$ cat src/rtl/regbank_pkg.sv
// rtl/regbank_pkg.sv - shared mode encodings, physical bank indices and FSM states for the register-bank initiator
package regbank_pkg;

    localparam logic [4:0] MODE_USR = 5'b10000;
    localparam logic [4:0] MODE_FIQ = 5'b10001;
    localparam logic [4:0] MODE_IRQ = 5'b10010;
    localparam logic [4:0] MODE_SVC = 5'b10011;
    localparam logic [4:0] MODE_ABT = 5'b10111;
    localparam logic [4:0] MODE_UND = 5'b11011;
    localparam logic [4:0] MODE_SYS = 5'b11111;

    localparam logic [4:0] FIQ_BASE = 5'd16;
    localparam logic [4:0] SVC_BASE = 5'd23;
    localparam logic [4:0] ABT_BASE = 5'd25;
    localparam logic [4:0] IRQ_BASE = 5'd27;
    localparam logic [4:0] UND_BASE = 5'd29;
    localparam logic [4:0] PC_IDX   = 5'd15;
    localparam logic [4:0] CPSR_IDX = 5'd31;

    typedef enum logic [2:0] {
        ST_IDLE,
        ST_WR,
        ST_PCW,
        ST_RD,
        ST_RESP
    } state_t;

    // r13 lands on the base slot, r14 on the one after it
    function automatic logic [4:0] banked_idx(input logic [4:0] base, input logic [3:0] r);
        return base + {4'd0, ~r[0]};
    endfunction

endpackage

$ cat src/rtl/regbank_mode_map.sv
// rtl/regbank_mode_map.sv - combinational logical register + CPSR mode to physical bank index
module regbank_mode_map
    import regbank_pkg::*;
(
    input  logic [4:0] mode,
    input  logic [3:0] reg_idx,
    output logic [4:0] phys,
    output logic       bad
);

    logic is_banked13;

    assign is_banked13 = (reg_idx == 4'd13) || (reg_idx == 4'd14);

    always_comb begin
        phys = {1'b0, reg_idx};
        bad  = 1'b0;
        case (mode)
            MODE_USR, MODE_SYS: ;
            MODE_FIQ: if (reg_idx >= 4'd8 && reg_idx <= 4'd14) phys = FIQ_BASE + {1'b0, reg_idx} - 5'd8;
            MODE_SVC: if (is_banked13) phys = banked_idx(SVC_BASE, reg_idx);
            MODE_ABT: if (is_banked13) phys = banked_idx(ABT_BASE, reg_idx);
            MODE_IRQ: if (is_banked13) phys = banked_idx(IRQ_BASE, reg_idx);
            MODE_UND: if (is_banked13) phys = banked_idx(UND_BASE, reg_idx);
            default:  bad = 1'b1;
        endcase
    end

endmodule

$ cat src/rtl/regbank_access_ctrl.sv
// rtl/regbank_access_ctrl.sv - sequences read/write/PC/CPSR requests onto the single register-bank port
// Optional per-cycle trace output when REGBANK_TRACE_EN is defined.
module regbank_access_ctrl
    import regbank_pkg::*;
#(
    parameter logic [31:0] PC_OFFSET = 32'd8
) (
    input  logic        clk,
    input  logic        rst_n,
    input  logic [4:0]  mode,
    input  logic        rd_req_valid,
    output logic        rd_req_ready,
    input  logic [3:0]  rd_rn,
    input  logic [3:0]  rd_rm,
    output logic        rd_resp_valid,
    input  logic        rd_resp_ready,
    output logic [31:0] rd_data1,
    output logic [31:0] rd_data2,
    input  logic        wr_valid,
    output logic        wr_ready,
    input  logic [3:0]  wr_rd,
    input  logic [31:0] wr_data,
    input  logic        pc_wr_valid,
    output logic        pc_wr_ready,
    input  logic [31:0] pc_wr_data,
    input  logic        cpsr_wr_valid,
    output logic        cpsr_wr_ready,
    input  logic [31:0] cpsr_wr_data,
    input  logic [31:0] cpsr_wr_mask,
    output logic [31:0] pc_value,
    output logic        bad_mode,
    output logic [4:0]  bank_address1,
    output logic [4:0]  bank_address2,
    output logic [31:0] bank_write,
    output logic [31:0] bank_pc_write,
    output logic [31:0] bank_cpsr_write,
    output logic [31:0] bank_cpsr_mask,
    output logic        bank_is_active,
    output logic        bank_w,
    output logic        bank_pc_w,
    output logic        bank_cpsr_w,
    input  logic [31:0] bank_read1,
    input  logic [31:0] bank_read2,
    input  logic [31:0] bank_pc_read
);

    state_t      state, next_state;
    logic        sel_wr, sel_pc, sel_rd;
    logic [4:0]  rn_phys, rm_phys, wr_phys;
    logic        rn_bad, rm_bad, wr_bad;
    logic        rn_is_pc, rm_is_pc;
    logic        cpsr_pending;
    logic        cpsr_accept;

    regbank_mode_map u_map_rn (.mode(mode), .reg_idx(rd_rn), .phys(rn_phys), .bad(rn_bad));
    regbank_mode_map u_map_rm (.mode(mode), .reg_idx(rd_rm), .phys(rm_phys), .bad(rm_bad));
    regbank_mode_map u_map_rd (.mode(mode), .reg_idx(wr_rd), .phys(wr_phys), .bad(wr_bad));

    always_comb begin
        next_state = state;
        sel_wr     = 1'b0;
        sel_pc     = 1'b0;
        sel_rd     = 1'b0;
        case (state)
            ST_IDLE: begin
                // writes first so a same-cycle read observes the new value
                if (wr_valid) begin
                    sel_wr     = 1'b1;
                    next_state = ST_WR;
                end else if (pc_wr_valid) begin
                    sel_pc     = 1'b1;
                    next_state = ST_PCW;
                end else if (rd_req_valid) begin
                    sel_rd     = 1'b1;
                    next_state = ST_RD;
                end
            end
            ST_WR, ST_PCW: next_state = ST_IDLE;
            ST_RD:         next_state = ST_RESP;
            ST_RESP:       if (rd_resp_ready) next_state = ST_IDLE;
            default:       next_state = ST_IDLE;
        endcase
    end

    assign wr_ready      = sel_wr;
    assign pc_wr_ready   = sel_pc;
    assign rd_req_ready  = sel_rd;
    assign rd_resp_valid = (state == ST_RESP);
    assign cpsr_wr_ready = cpsr_wr_valid && !cpsr_pending;
    assign cpsr_accept   = cpsr_wr_valid && !cpsr_pending;
    assign bank_cpsr_w   = cpsr_pending;

    always_ff @(posedge clk or negedge rst_n) begin
        if (!rst_n) begin
            state           <= ST_IDLE;
            bank_w          <= 1'b0;
            bank_pc_w       <= 1'b0;
            bank_is_active  <= 1'b0;
            bank_address1   <= '0;
            bank_address2   <= '0;
            bank_write      <= '0;
            bank_pc_write   <= '0;
            bank_cpsr_write <= '0;
            bank_cpsr_mask  <= '0;
            cpsr_pending    <= 1'b0;
            rn_is_pc        <= 1'b0;
            rm_is_pc        <= 1'b0;
            rd_data1        <= '0;
            rd_data2        <= '0;
            pc_value        <= '0;
            bad_mode        <= 1'b0;
        end else begin
            state          <= next_state;
            bank_w         <= sel_wr;
            bank_pc_w      <= sel_pc;
            bank_is_active <= sel_pc || sel_rd;
            bad_mode       <= (sel_wr || sel_pc || sel_rd) && (rn_bad || rm_bad || wr_bad);
            cpsr_pending   <= cpsr_accept;
            if (sel_wr) begin
                bank_address1 <= wr_phys;
                bank_write    <= wr_data;
            end
            if (sel_pc) bank_pc_write <= pc_wr_data;
            if (sel_rd) begin
                bank_address1 <= rn_phys;
                bank_address2 <= rm_phys;
                rn_is_pc      <= ({1'b0, rd_rn} == PC_IDX);
                rm_is_pc      <= ({1'b0, rd_rm} == PC_IDX);
            end
            if (state == ST_RD) begin
                rd_data1 <= rn_is_pc ? bank_pc_read + PC_OFFSET : bank_read1;
                rd_data2 <= rm_is_pc ? bank_pc_read + PC_OFFSET : bank_read2;
                pc_value <= bank_pc_read;
            end
            if (cpsr_accept) begin
                bank_cpsr_write <= cpsr_wr_data;
                bank_cpsr_mask  <= cpsr_wr_mask;
            end
        end
    end

`ifdef REGBANK_TRACE_EN
    always @(posedge clk) begin
        if (rst_n) begin
            if (bank_w)
                $display("regbank: WR   addr=%0d data=%h mode=%b", bank_address1, bank_write, mode);
            if (bank_pc_w)
                $display("regbank: PCW  data=%h mode=%b", bank_pc_write, mode);
            if (bank_is_active && !bank_pc_w)
                $display("regbank: RD   addr=%0d/%0d data=%h/%h mode=%b", bank_address1, bank_address2,
                         bank_read1, bank_read2, mode);
            if (bank_cpsr_w)
                $display("regbank: CPSR addr=%0d data=%h mask=%h mode=%b", CPSR_IDX, bank_cpsr_write,
                         bank_cpsr_mask, mode);
            if (bad_mode)
                $display("regbank: bad_mode pulse mode=%b", mode);
        end
    end
`endif

endmodule

$ cat config.mk
export PLATFORM = sky130hd
export DESIGN_NAME = regbank_access_ctrl
export DESIGN_NICKNAME = d
export VERILOG_FILES = /design/src/rtl/regbank_pkg.sv /design/src/rtl/regbank_mode_map.sv /design/src/rtl/regbank_access_ctrl.sv
export SDC_FILE = /design/constraint.sdc
export NUM_CORES = 1
export LEC_CHECK = 0
export ABC_AREA = 1
export ABC_CLOCK_PERIOD_IN_PS = 1600
export CAP_MARGIN = 0
export CELL_PAD_IN_SITES_DETAIL_PLACEMENT = 0
export CELL_PAD_IN_SITES_GLOBAL_PLACEMENT = 1
export CORE_MARGIN = 2
export CORE_UTILIZATION = 30
export DETAILED_ROUTE_END_ITERATION = 10
export PLACE_DENSITY_LB_ADDON = 0.1
export SYNTH_ARGS = -nofsm -noshare
export SYNTH_HDL_FRONTEND = slang
export SYNTH_SLANG_ARGS = --single-unit
$ cat constraint.sdc
create_clock -name clk -period 1.6 [get_ports clk]
set_input_delay 0.24 -clock clk [delete_from_list [all_inputs] [get_ports clk]]
set_output_delay 0.24 -clock clk [all_outputs]
set_load 0.02 [all_outputs]
# Word-level counts from Yosys, hierarchy flattened

Index checks and enable logic that the tools add are counted.

Logic and storage cells: 117
Flip-flop bits (word level): 244
Input port bits: 248

Mux-type cells: 37
Reductions and logical operators: 16
Order comparisons: 6
Eq/ne operators: 19
Bitwise operators: 3
Add/sub/neg operators: 19

Operator list:

| operator              | number |
|---|---|
| $mux 5                | 17 |
| $pmux 5 s5            | 3 |
| $mux 32               | 2 |
| $eq 5x5->1 const B    | 7 |
| $add 32x4->32 const B | 1 |
| $eq 4x4->1 const B    | 8 |
| $add 4x2->5 const A   | 6 |
| $add 5x1->5 const A   | 3 |
| $add 5x4->5 const A   | 3 |
| $sub 5x4->5 const B   | 3 |
| $add 3x2->4 const A   | 3 |
| $ge 4x4->1 const B    | 3 |
| $le 4x4->1 const B    | 3 |
| $mux 3                | 4 |
| $mux 1                | 10 |
| $pmux 3 s3            | 1 |
| $reduce_or 7->1       | 1 |
| $logic_or 1x1->1      | 6 |
| $logic_and 1x1->1     | 5 |
| $ne 4x4->1 const B    | 1 |
| $eq 3x2->1 const B    | 1 |
| $eq 3x3->1 const B    | 1 |
| $logic_not 3->1       | 1 |
| $not 1->1             | 3 |
| other kinds (4)       | 4 |

# Depth between registers and ports, before layout

Gate-level depths: netlist (run 1).

Depth after elaboration: 6
Mapped depth: 11

# Hierarchy

A second synthesis (run 1) with hierarchy kept.

Cell total of the unflattened synthesis: 1,520
Area total of the unflattened synthesis: 11,732.5 um2

Modules (own cells, without submodules):

| module              | cells each | seq. area each (um2) | instances | area an instance (um2) |
|---|---|---|---|---|
| regbank_access_ctrl | 1,313      | 6,105.9              | 1         | 10,707.8 |
| regbank_mode_map    | 69         | 0.0                  | 3         | 341.6 |

# Worst setup path before layout (run 1)

Ideal clock, no wire load.

Kind: flip-flop to output port
From: reg state[1]
To: out pc_wr_ready
Arrival time: 1.163 ns
Path buffers: 1
Data required time: 1.360 ns
Setup slack: 0.197 ns
Stages on the path, launching flop included: 7
Cells stage by stage: dfrtp_1 nor2_1 nand2_2 inv_2 nand2_4 nor2_4 buf_2

Word-level cells in the longest chain between the ends: 2

RTL lines:

| what                     | line                       | source |
|---|---|---|
| start: declaration       | regbank_access_ctrl.sv:47  | `state_t state, next_state;` |
| start signal: assignment | regbank_access_ctrl.sv:113 | `state <= next_state;` |
| $logic_not 3->1          | regbank_access_ctrl.sv:64  | `case (state)` |
| $mux 1                   | regbank_access_ctrl.sv:64  |  |
| end: declaration         | regbank_access_ctrl.sv:24  | `output logic pc_wr_ready,` |

Every way passes these cells.

# Worst setup path after layout (run 1)

Ends and elaborated chain as after synthesis.

==> impl_metrics.toml, run 1 <==
[route]
drt_iter0_drc = 542
wirelength_um = 46590
ant_nets = 0
wl_met1_um = 18910
drt_pre_antenna_iters = 4
vias_per_cell = 4.522
wl_per_cell_um = 18.30
top_layer = "met5"
num_vias = 11510
wl_met2_um = 22790
wl_met3_um = 3737
drcViolationCount = 0

[min_path]
hold_class = "in2async"

[synth]
post-synth-top-area-cell = "dfrtp_1"
synth_cells = 1427
synth-seq-cells = 244
synth.area.top_cells = "dfrtp_1 55%, nand2_1 23%, nor2_1 4.5%"
syn_area_per_cell_um2 = 7.825
yosys-top-cells-count = "677 x nand2_1, 244 x dfrtp_1, 134 x nor2_1, 72 x a21oi_1, 66 x nand3_1"
synth_edf_count = 0
syn_nets = 1679
yosysSeqAreaShare_pct = 54.68
syn-cell-area_um2 = 11170
yosysTopAreaCellShare_pct = 54.68
post-synth-top-count-cell = "nand2_1"
ys.warnings.count = 0
synth-async-reset-ratio_pct = 100.0
ys_types = 33
synth-main-ff-cell = "dfrtp_1"

[floorplan]
rows = 70
fp.dieArea_um2 = 38780
die_w_um = 196.9
ioPinCount = 492
die_y_um = 196.9
core-area_um2 = 36610
initial_core_util_pct = 30.50

[critical_path]
critPathCaptureType = "output pin"
reg2regPathDepth = 12
start_kind = "register"
crit_required_ns = 1.36
r2r_slack_ns = -0.09
crit_arrival_ns = 1.71
rr_startpoint = "state[1]"
startpoint = "state[1]"
critPathSlowestCell = "dfrtp_1"
cp_top_family = "simple AND/OR/NAND/NOR gates"
cp_max_fo = 2
path_class = "reg2out"
rr_endpoint = "bank_pc_write[16]"
cp_cell_sequence = "nor2_2, nand2_2, inv_2, nand2_4, buf_6, nor2_4, buf_6"
cp_slowest_stage_delay_ns = 0.39
crit_top_cell = "buf_6"
critPathBufInv = 3

[cells_and_area]
drive_gt1_share_pct = 13.45
design_area_um2 = 18780
fin_nets = 2305
multi_input_area_um2 = 4576
syn2layout_area_growth_pct = 68.22
regArea_um2 = 6107
fill_cells = 3684

[sta]
timing.final.crit_share_pct = 121.9
rsz0062_at_grt = "true"
relSlewSlack_pct = 70.31
drv_slew = 0
skew_ns = 0.01175
tightestPinTransition_ns = 0.4449
fin_crit_ns = 1.951
setup_slack_ns = -0.3512
finalSetupViolCount = 37
hold_viol = 0
timing.fmax_mhz = 512.5

[placement]
placed_area_um2 = 17750
io_buffers = 491
gp_congestion = 0.9273
hpwlAfterDp_um = 36180
dp_slack_ns = -0.4790

[cts]
cts_tree = "yes"
cts_made_buffers = 30
clock-sinks = 244
cts.path.max_buffers = 3
h-tree-depth = 1
clock_latency_ns = 0.57
clk_pin_slew_worst_paths_ns = 0.06
cts_root_buffer = "clkbuf_16"

[power]
cellLeakagePower_nw = 9.512
p_per_area_nw_per_um2 = 1517
peakVddDrop_uv = 976.8
finalPower_mw = 28.50

[global_routing]
antenna_found_initial = 6
grt-ovfl-total = 0
grt_usage_pct = 23.60
grt_pass1_vias = 11780
grt_max_degree = 48
grt_first_pass_wirelength_um = 70100

[status]
violations = "negative setup slack"
status = "finished, violations left"

[flow_run]
maxCapViolations = 0
cell type report:
class | count | share of cell area (%)
clock buffer | 44 | 4.756
clock inverter | 9 | 0.5995
timing repair buffer | 654 | 33.23
inverter | 67 | 1.366
tap | 468 | 3.118
sequential | 244 | 32.51
antenna | 4 | 0.05329
multi-input combinational | 1056 | 24.36
worst reg2reg max path, cell delays in order (launching register included):
cell       delay [ns]
dfrtp_1          0.39
nor2_2           0.14
nand2_2          0.09
inv_2            0.09
nand2_4          0.06
buf_6            0.12
nor2_4           0.12
buf_4            0.13
buf_6            0.12
inv_6            0.07
clkbuf_16        0.17
nand2_1          0.05
nand2_1          0.05
worst max-delay path by stage:
stage          cells after the start  slack [ns]           end
6_report                           7       -0.35   pc_wr_ready
5_1_grt                            7       -0.43   pc_wr_ready
4_1_cts                            7       -0.45   pc_wr_ready
3_5_place_dp                       8       -0.48  rd_data1[10]
3_3_place_gp                       8       -0.48  rd_data2[10]
2_1_floorplan                      6        0.20   pc_wr_ready
cell usage in the layout, fill, tap and decap left out, types with 5 or more instances in the layout:
cell             synthesis  final
nand4_1                 11     11
clkdlybuf4s15_2          0      6
clkbuf_8                 0      9
a21oi_1                 72     72
dfrtp_1                244    243
clkdlybuf4s15_1          0     25
nor2_1                 134    128
buf_6                    2      7
a31oi_1                 11     11
nand2_1                677    673
nor2_4                  10     11
inv_1                   60     58
clkdlybuf4s50_1          0    246
dlygate4sd2_1            0    204
buf_12                   0     22
nand2_2                  4      8
clkbuf_16                0     32
xor2_1                   8      8
inv_2                    7      8
nor2_2                   3      8
clkbuf_1                30      5
nand3_1                 66     65
o21ai_0                 35     35
buf_4                    7    131
flip-flops by register name (all words and copies together), names as in the netlist, 3 cells and up:
name and count:
bank_pc_write 32, bank_cpsr_write 32, rd_data2 32, pc_value 32
bank_cpsr_mask 32, rd_data1 32, bank_address1 5, bank_write 32
bank_address2 5, state 3
metrics by stage:
| stage | std cells | util [%] | setup TNS, ns | hold slack, ns |
|---|---|---|---|---|
| 6_report | 2546 | 51.31 | -3.465 | 0.1578 |
| 5_1_grt | 2546 | 51.31 | -7.443 | 0.1631 |
| 4_1_cts | 2530 | 50.67 | -4.576 | 0.1508 |
| 3_5_place_dp | 2472 | 48.48 | -24.78 | 0.1782 |
| 3_3_place_gp | 2472 | 48.48 | -24.10 | 0.1772 |
| 2_1_floorplan | 1427 | - | 0 | -0.05559 |
report_power, final:
group	internal, mW	switching (mW)
clock	4.16	2.75
sequential	8.48	1.27
combinational	4.67	7.16
what timing repair did:
item / 4_1_cts / 5_1_grt
gates resized for setup: 291 / 38
hold endpoints to repair: 239 / 0
gates cloned: 0 / 3
pin swaps: 4 / 4
setup buffers: 4 / 9
hold buffers: 1 / 0
endpoints found under the setup margin: 280 / 96
cells by family after synthesis:
family,share of synthesized area [%]
flops,54.68
buf+inv,4.863
compound gates,5.771
fa+ha+maj,0.4482
simple gates,33.46
xor+xnor,0.7733
per-layer routing:
| metal | track usage (%) | up-vias |
|---|---|---|
| met2 | 40.75 | 375 |
| met1 | 28.55 | 5358 |
| met3 | 6.725 | 62 |
| met4 | 7.045 | 4 |
| met5 | 0 | - |
| li1 | - | 5713 |
(Power assumes the default switching activity.)
==> run 2, diff against run 1 <==
--- a/config.mk
+++ b/config.mk
@@ -10,10 +10,11 @@
 export CAP_MARGIN = 0
 export CELL_PAD_IN_SITES_DETAIL_PLACEMENT = 0
 export CELL_PAD_IN_SITES_GLOBAL_PLACEMENT = 1
-export CORE_MARGIN = 2
+export CORE_MARGIN = 4
 export CORE_UTILIZATION = 30
 export DETAILED_ROUTE_END_ITERATION = 10
 export PLACE_DENSITY_LB_ADDON = 0.1
 export SYNTH_ARGS = -nofsm -noshare
 export SYNTH_HDL_FRONTEND = slang
+export SYNTH_HIERARCHICAL = 1
 export SYNTH_SLANG_ARGS = --single-unit
==> impl_metrics.toml, run 2 <==
[cells_and_area]
regArea_um2 = 6108
utilization_pct = 50.19
final_cell_mix = "682 x nand2_1, 246 x clkdlybuf4s50_1, 242 x dfrtp_1, 169 x dlygate4sd2_1, 131 x nor2_1"
fill_cells = 3812
syn2layout_area_growth_pct = 65.34
fin_nets = 2386
final_common_cell = "nand2_1"
drive_gt1_share_pct = 14.52
multi_input_area_um2 = 5017

[sta]
hold_ws_ns = 0.1747
timing.final.crit_share_pct = 116.5
drv_slew = 0
hold_viol = 0
timing.fmax_mhz = 536.7
skew_ns = 0.02612
rsz0062_at_grt = "true"
setup_slack_ns = -0.2633
tightestPinTransition_ns = 0.4407
fin_crit_ns = 1.863
finalSetupViolCount = 4
relSlewSlack_pct = 70.62

[power]
peakVddDrop_uv = 1045
clkPwrFrac_pct = 25.0
p_int_mw = 17.30
sw_frac_of_total_pct = 39.11
p_per_area_nw_per_um2 = 1465
cellLeakagePower_nw = 9.754
p_switching_mw = 11.11
p_comb_share_pct = 40.6
seqPwrFrac_pct = 34.4

[critical_path]
cp_max_fo = 2
critPathCaptureType = "output pin"
crit_arrival_ns = 1.62
path_class = "reg2out"
cp_top_family = "flip-flops"
start_kind = "register"
critPathSlowestCell = "dfrtp_1"
critPathBufInv = 2
cp_cell_sequence = "nor3_4, buf_4, and2_4, buf_6"
crit_required_ns = 1.36
cp_slowest_stage_delay_ns = 0.41

[cts]
h-tree-depth = 1
cts_made_buffers = 30
clock_latency_ns = 0.58
cts.path.max_buffers = 3
clk_pin_slew_worst_paths_ns = 0.06
cts_tree = "yes"
cts_root_buffer = "clkbuf_16"
clock-sinks = 244

[global_routing]
grt-ovfl-total = 0
grt_max_degree = 46
antenna_found_initial = 11
grt_usage_pct = 21.98
grt_first_pass_wirelength_um = 72080
grt_pass1_vias = 12030

[floorplan]
rows = 72
fp.dieArea_um2 = 42340
ioPinCount = 492
core-area_um2 = 38650
die_w_um = 205.8
initial_core_util_pct = 30.36
die_y_um = 205.8

[flow_run]
maxCapViolations = 0

[route]
drt_pre_antenna_iters = 5
drt_iter0_drc = 640
wirelength_um = 48740
num_vias = 11920
wl_per_cell_um = 18.21
drcViolationCount = 0
vias_per_cell = 4.452
ant_nets = 0

[placement]
io_buffers = 491
dp_slack_ns = -0.4384
gp_congestion = 0.8416
hpwlAfterDp_um = 37840

[synth]
synth-seq-cells = 244
yosysSeqAreaShare_pct = 52.04
synth_edf_count = 0
ys_types = 34
synth-async-reset-ratio_pct = 100.0
yosysTopAreaCellShare_pct = 52.04
ys.warnings.count = 6
yosys-top-cells-count = "683 x nand2_1, 244 x dfrtp_1, 137 x nor2_1, 91 x nand3_1, 80 x inv_1"
synth_cells = 1520
synth.area.top_cells = "dfrtp_1 52%, nand2_1 22%, nor2_1 4.4%"
synth-main-ff-cell = "dfrtp_1"
syn-cell-area_um2 = 11730
post-synth-top-area-cell = "dfrtp_1"
syn_area_per_cell_um2 = 7.719
post-synth-top-count-cell = "nand2_1"
syn_nets = 1772

[status]
status = "finished, violations left"
violations = "negative setup slack"

[min_path]
hold_class = "in2async"
## run 2: path summary, 6_finish.rpt
| kind | from | end | slack, ns | cells after the start |
|---|---|---|---|---|
| max | state[2] | rd_req_ready | -0.26 | 4 |
| min | rst_n | rd_data1[22] | 0.17 | 2 |
| max reg2reg | state[2] | bank_pc_write[21] | 0.04 | 8 |
| min reg2reg | bank_cpsr_mask[8] | bank_cpsr_mask[8] | 0.46 | 2 |
| max in group asynchronous | rst_n | bank_write[10] | 0.84 | 3 |
| min in group clk | pc_wr_data[28] | bank_pc_write[28] | 0.18 | 3 |
## run 2: cells by family after synthesis
family	count (synthesis)	synth area share, %
flip-flops	244	52.04
adder cells (fa/ha/maj)	4	0.4266
AND/OR/NAND/NOR	984	35.57
buffers and inverters	156	5.769
AO/OA/AOI/OAI	125	5.673
XOR/XNOR	7	0.5226
## run 2: metal layers
metal	share of wire, %	global-route usage [%]	up-vias
met5	0.18	0	-
met4	1.9	5.502	14
met3	8.2	6.966	59
met2	49	37.33	308
met1	41	27.21	5544
li1	-	-	5993
## run 2: timing repair
item,4_1_cts,5_1_grt
gates resized for setup,313,58
setup endpoints to repair,253,67
pin swaps,2,3
setup buffers,5,4
cloned,0,2
hold buffers,1,0
hold endpoints to repair,244,0
## run 2: cell type report
| cell class | instances | area share (%) |
|---|---|---|
| timing repair buffer | 649 | 32.15 |
| sequential | 244 | 31.49 |
| multi-input combinational | 1120 | 25.86 |
| clock buffer | 41 | 4.341 |
| tap | 518 | 3.341 |
| inverter | 89 | 1.774 |
| clock inverter | 12 | 0.9868 |
| antenna | 4 | 0.05160 |
## run 2: power by group through the flow
stage,registers [mW],logic [mW],clock network [mW]
after floorplan,12.5,2.78,0
after global placement,9.84,13.0,0
after detailed placement,9.87,13.0,0
after CTS,9.78,11.6,7.29
after global routing,10.1,12.4,7.53
final,9.78,11.5,7.10
## run 2: through the flow
| stage | instances | instance area [µm²] | power, mW | TNS, ns |
|---|---|---|---|---|
| 2_1_floorplan | 1520 | 11730 | 15.30 | 0 |
| 3_3_place_gp | 2610 | 18410 | 22.82 | -24.41 |
| 3_5_place_dp | 2610 | 18410 | 22.88 | -26.16 |
| 4_1_cts | 2668 | 19290 | 28.69 | -1.165 |
| 5_1_grt | 2676 | 19400 | 30.03 | -1.146 |
| 6_report | 2677 | 19400 | 28.42 | -0.8711 |
==> run 3, diff against run 2 <==
--- a/config.mk
+++ b/config.mk
@@ -13,7 +13,7 @@
 export CORE_MARGIN = 4
 export CORE_UTILIZATION = 30
 export DETAILED_ROUTE_END_ITERATION = 10
-export PLACE_DENSITY_LB_ADDON = 0.1
+export PLACE_DENSITY = 0.78
 export SYNTH_ARGS = -nofsm -noshare
 export SYNTH_HDL_FRONTEND = slang
 export SYNTH_HIERARCHICAL = 1
==> impl_metrics.toml, run 3 (synthesis results as in run 2) <==
[cts]
h-tree-depth = 1
clock_latency_ns = 0.55
clk_pin_slew_worst_paths_ns = 0.06
cts_root_buffer = "clkbuf_16"
cts_tree = "yes"
cts.path.max_buffers = 3
clock-sinks = 244
cts_made_buffers = 28

[route]
vias_per_cell = 4.560
ant_nets = 0
drt_pre_antenna_iters = 7
num_vias = 12040
wirelength_um = 46640
drt_iter0_drc = 593
wl_per_cell_um = 17.66
drcViolationCount = 0

[critical_path]
start_kind = "register"
crit_required_ns = 1.36
crit_arrival_ns = 1.63
cp_max_fo = 3
path_class = "reg2out"
critPathCaptureType = "output pin"

[min_path]
hold_class = "in2async"

[power]
p_per_area_nw_per_um2 = 1433
cellLeakagePower_nw = 9.556
peakVddDrop_uv = 850.1

[sta]
drv_slew = 0
setup_slack_ns = -0.2728
tns_ns = -0.9337
fin_crit_ns = 1.873
tightestPinTransition_ns = 0.4414
finalSetupViolCount = 4
hold_viol = 0
timing.fmax_mhz = 534.0
skew_ns = 0.01275
rsz0062_at_grt = "true"
relSlewSlack_pct = 70.57
hold_ws_ns = 0.1939
timing.final.crit_share_pct = 117.1

[global_routing]
grt-ovfl-total = 0
grt_use_met1_pct = 26.49
busiest_layer = "met2"
grt_usage_pct = 21.03
grt_pass1_vias = 11960
use_met3_pct = 5.232
grt_max_degree = 49
grt_use_met2_pct = 35.53
grt_first_pass_wirelength_um = 69480
antenna_found_initial = 6

[cells_and_area]
final_common_cell = "nand2_1"
drive_gt1_share_pct = 12.02
syn2layout_area_growth_pct = 60.62
final_cell_mix = "683 x nand2_1, 246 x clkdlybuf4s50_1, 242 x dfrtp_1, 222 x dlygate4sd2_1, 136 x nor2_1"
utilization_pct = 48.76
fin_nets = 2357
design_area_um2 = 18840

[floorplan]
rows = 72
initial_core_util_pct = 30.36
ioPinCount = 492
core-area_um2 = 38650
fp.dieArea_um2 = 42340
die_w_um = 205.8
die_y_um = 205.8

[flow_run]
maxCapViolations = 0

[placement]
hpwlAfterDp_um = 35940
dp_slack_ns = -0.4264
io_buffers = 491
gp_congestion = 0.8807
placed_area_um2 = 18170

[status]
violations = "negative setup slack"
status = "finished, violations left"
-- run 3: cell count changes in the layout (fill, tap and decap cells not counted), sizes merged, moves of 3 or more --
cell           previous run  this run
buf                     161       136
bufinv                    4         1
clkbuf                   56        46
clkdlybuf4s15            57        13
clkinv                    7         3
dlygate4sd2             169       222
-- run 3: worst paths after layout --
check,from,end,slack (ns),cells after the start
worst max register to register,state[0],bank_pc_write[2],0.02,8
worst max-delay path,state[0],pc_wr_ready,-0.27,6
worst min register to register,bank_cpsr_mask[6],bank_cpsr_mask[6],0.46,2
min in group clk,pc_wr_data[15],bank_pc_write[15],0.22,3
max in group asynchronous,rst_n,pc_value[6],0.83,3
worst min-delay path,rst_n,rd_data1[18],0.19,2
-- run 3: per-stage QoR --
| step | power [mW] | std cells |
|---|---|---|
| 6_report | 27.01 | 2641 |
| 5_1_grt | 28.68 | 2641 |
| 4_1_cts | 27.37 | 2635 |
| 3_5_place_dp | 22.60 | 2587 |
| 3_3_place_gp | 22.48 | 2587 |
| 2_1_floorplan | 15.30 | 1520 |
-- run 3: worst max-delay path, stage by stage (launching register included) --
cell,delay (ns)
dfrtp_1,0.38
nor3_2,0.19
buf_4,0.16
buf_6,0.10
nand3_4,0.07
inv_4,0.07
buf_6,0.11
-- run 3: area by class of cell --
| class | instances | area (µm²) |
|---|---|---|
| Antenna cell | 2 | 5.005 |
| Sequential cell | 244 | 6108 |
| Timing Repair Buffer | 622 | 5889 |
| Clock buffer | 42 | 803.3 |
| Fill cell | 3836 | 19800 |
| Inverter | 89 | 339.1 |
| Tap cell | 518 | 648.1 |
| Clock inverter | 4 | 60.06 |
| Multi-Input combinational cell | 1120 | 4991 |
-- run 3: report_power, final --
| part | internal (mW) | switching (mW) | leakage (nW) |
|---|---|---|---|
| logic | 4.29 | 6.77 | 6.18 |
| clock network | 3.59 | 2.60 | 0.421 |
| registers | 8.46 | 1.30 | 2.96 |
-- run 3: metal layers --
layer / up-vias / share of wire [%] / wire length (µm)
met5: - / 0.12 / 56
met4: 8 / 2.9 / 1346
met3: 83 / 7.1 / 3332
met2: 383 / 49 / 22740
met1: 5648 / 41 / 19170
li1: 5922 / - / -
-- run 3: repair_timing --
| item | CTS | global route |
|---|---|---|
| cloned | 0 | 0 |
| hold buffers | 1 | 0 |
| hold endpoints to repair | 244 | 0 |
| pin swaps | 2 | 2 |
| setup endpoints to repair | 287 | 76 |
| buffers inserted | 1 | 4 |
| gates resized for setup | 281 | 17 |
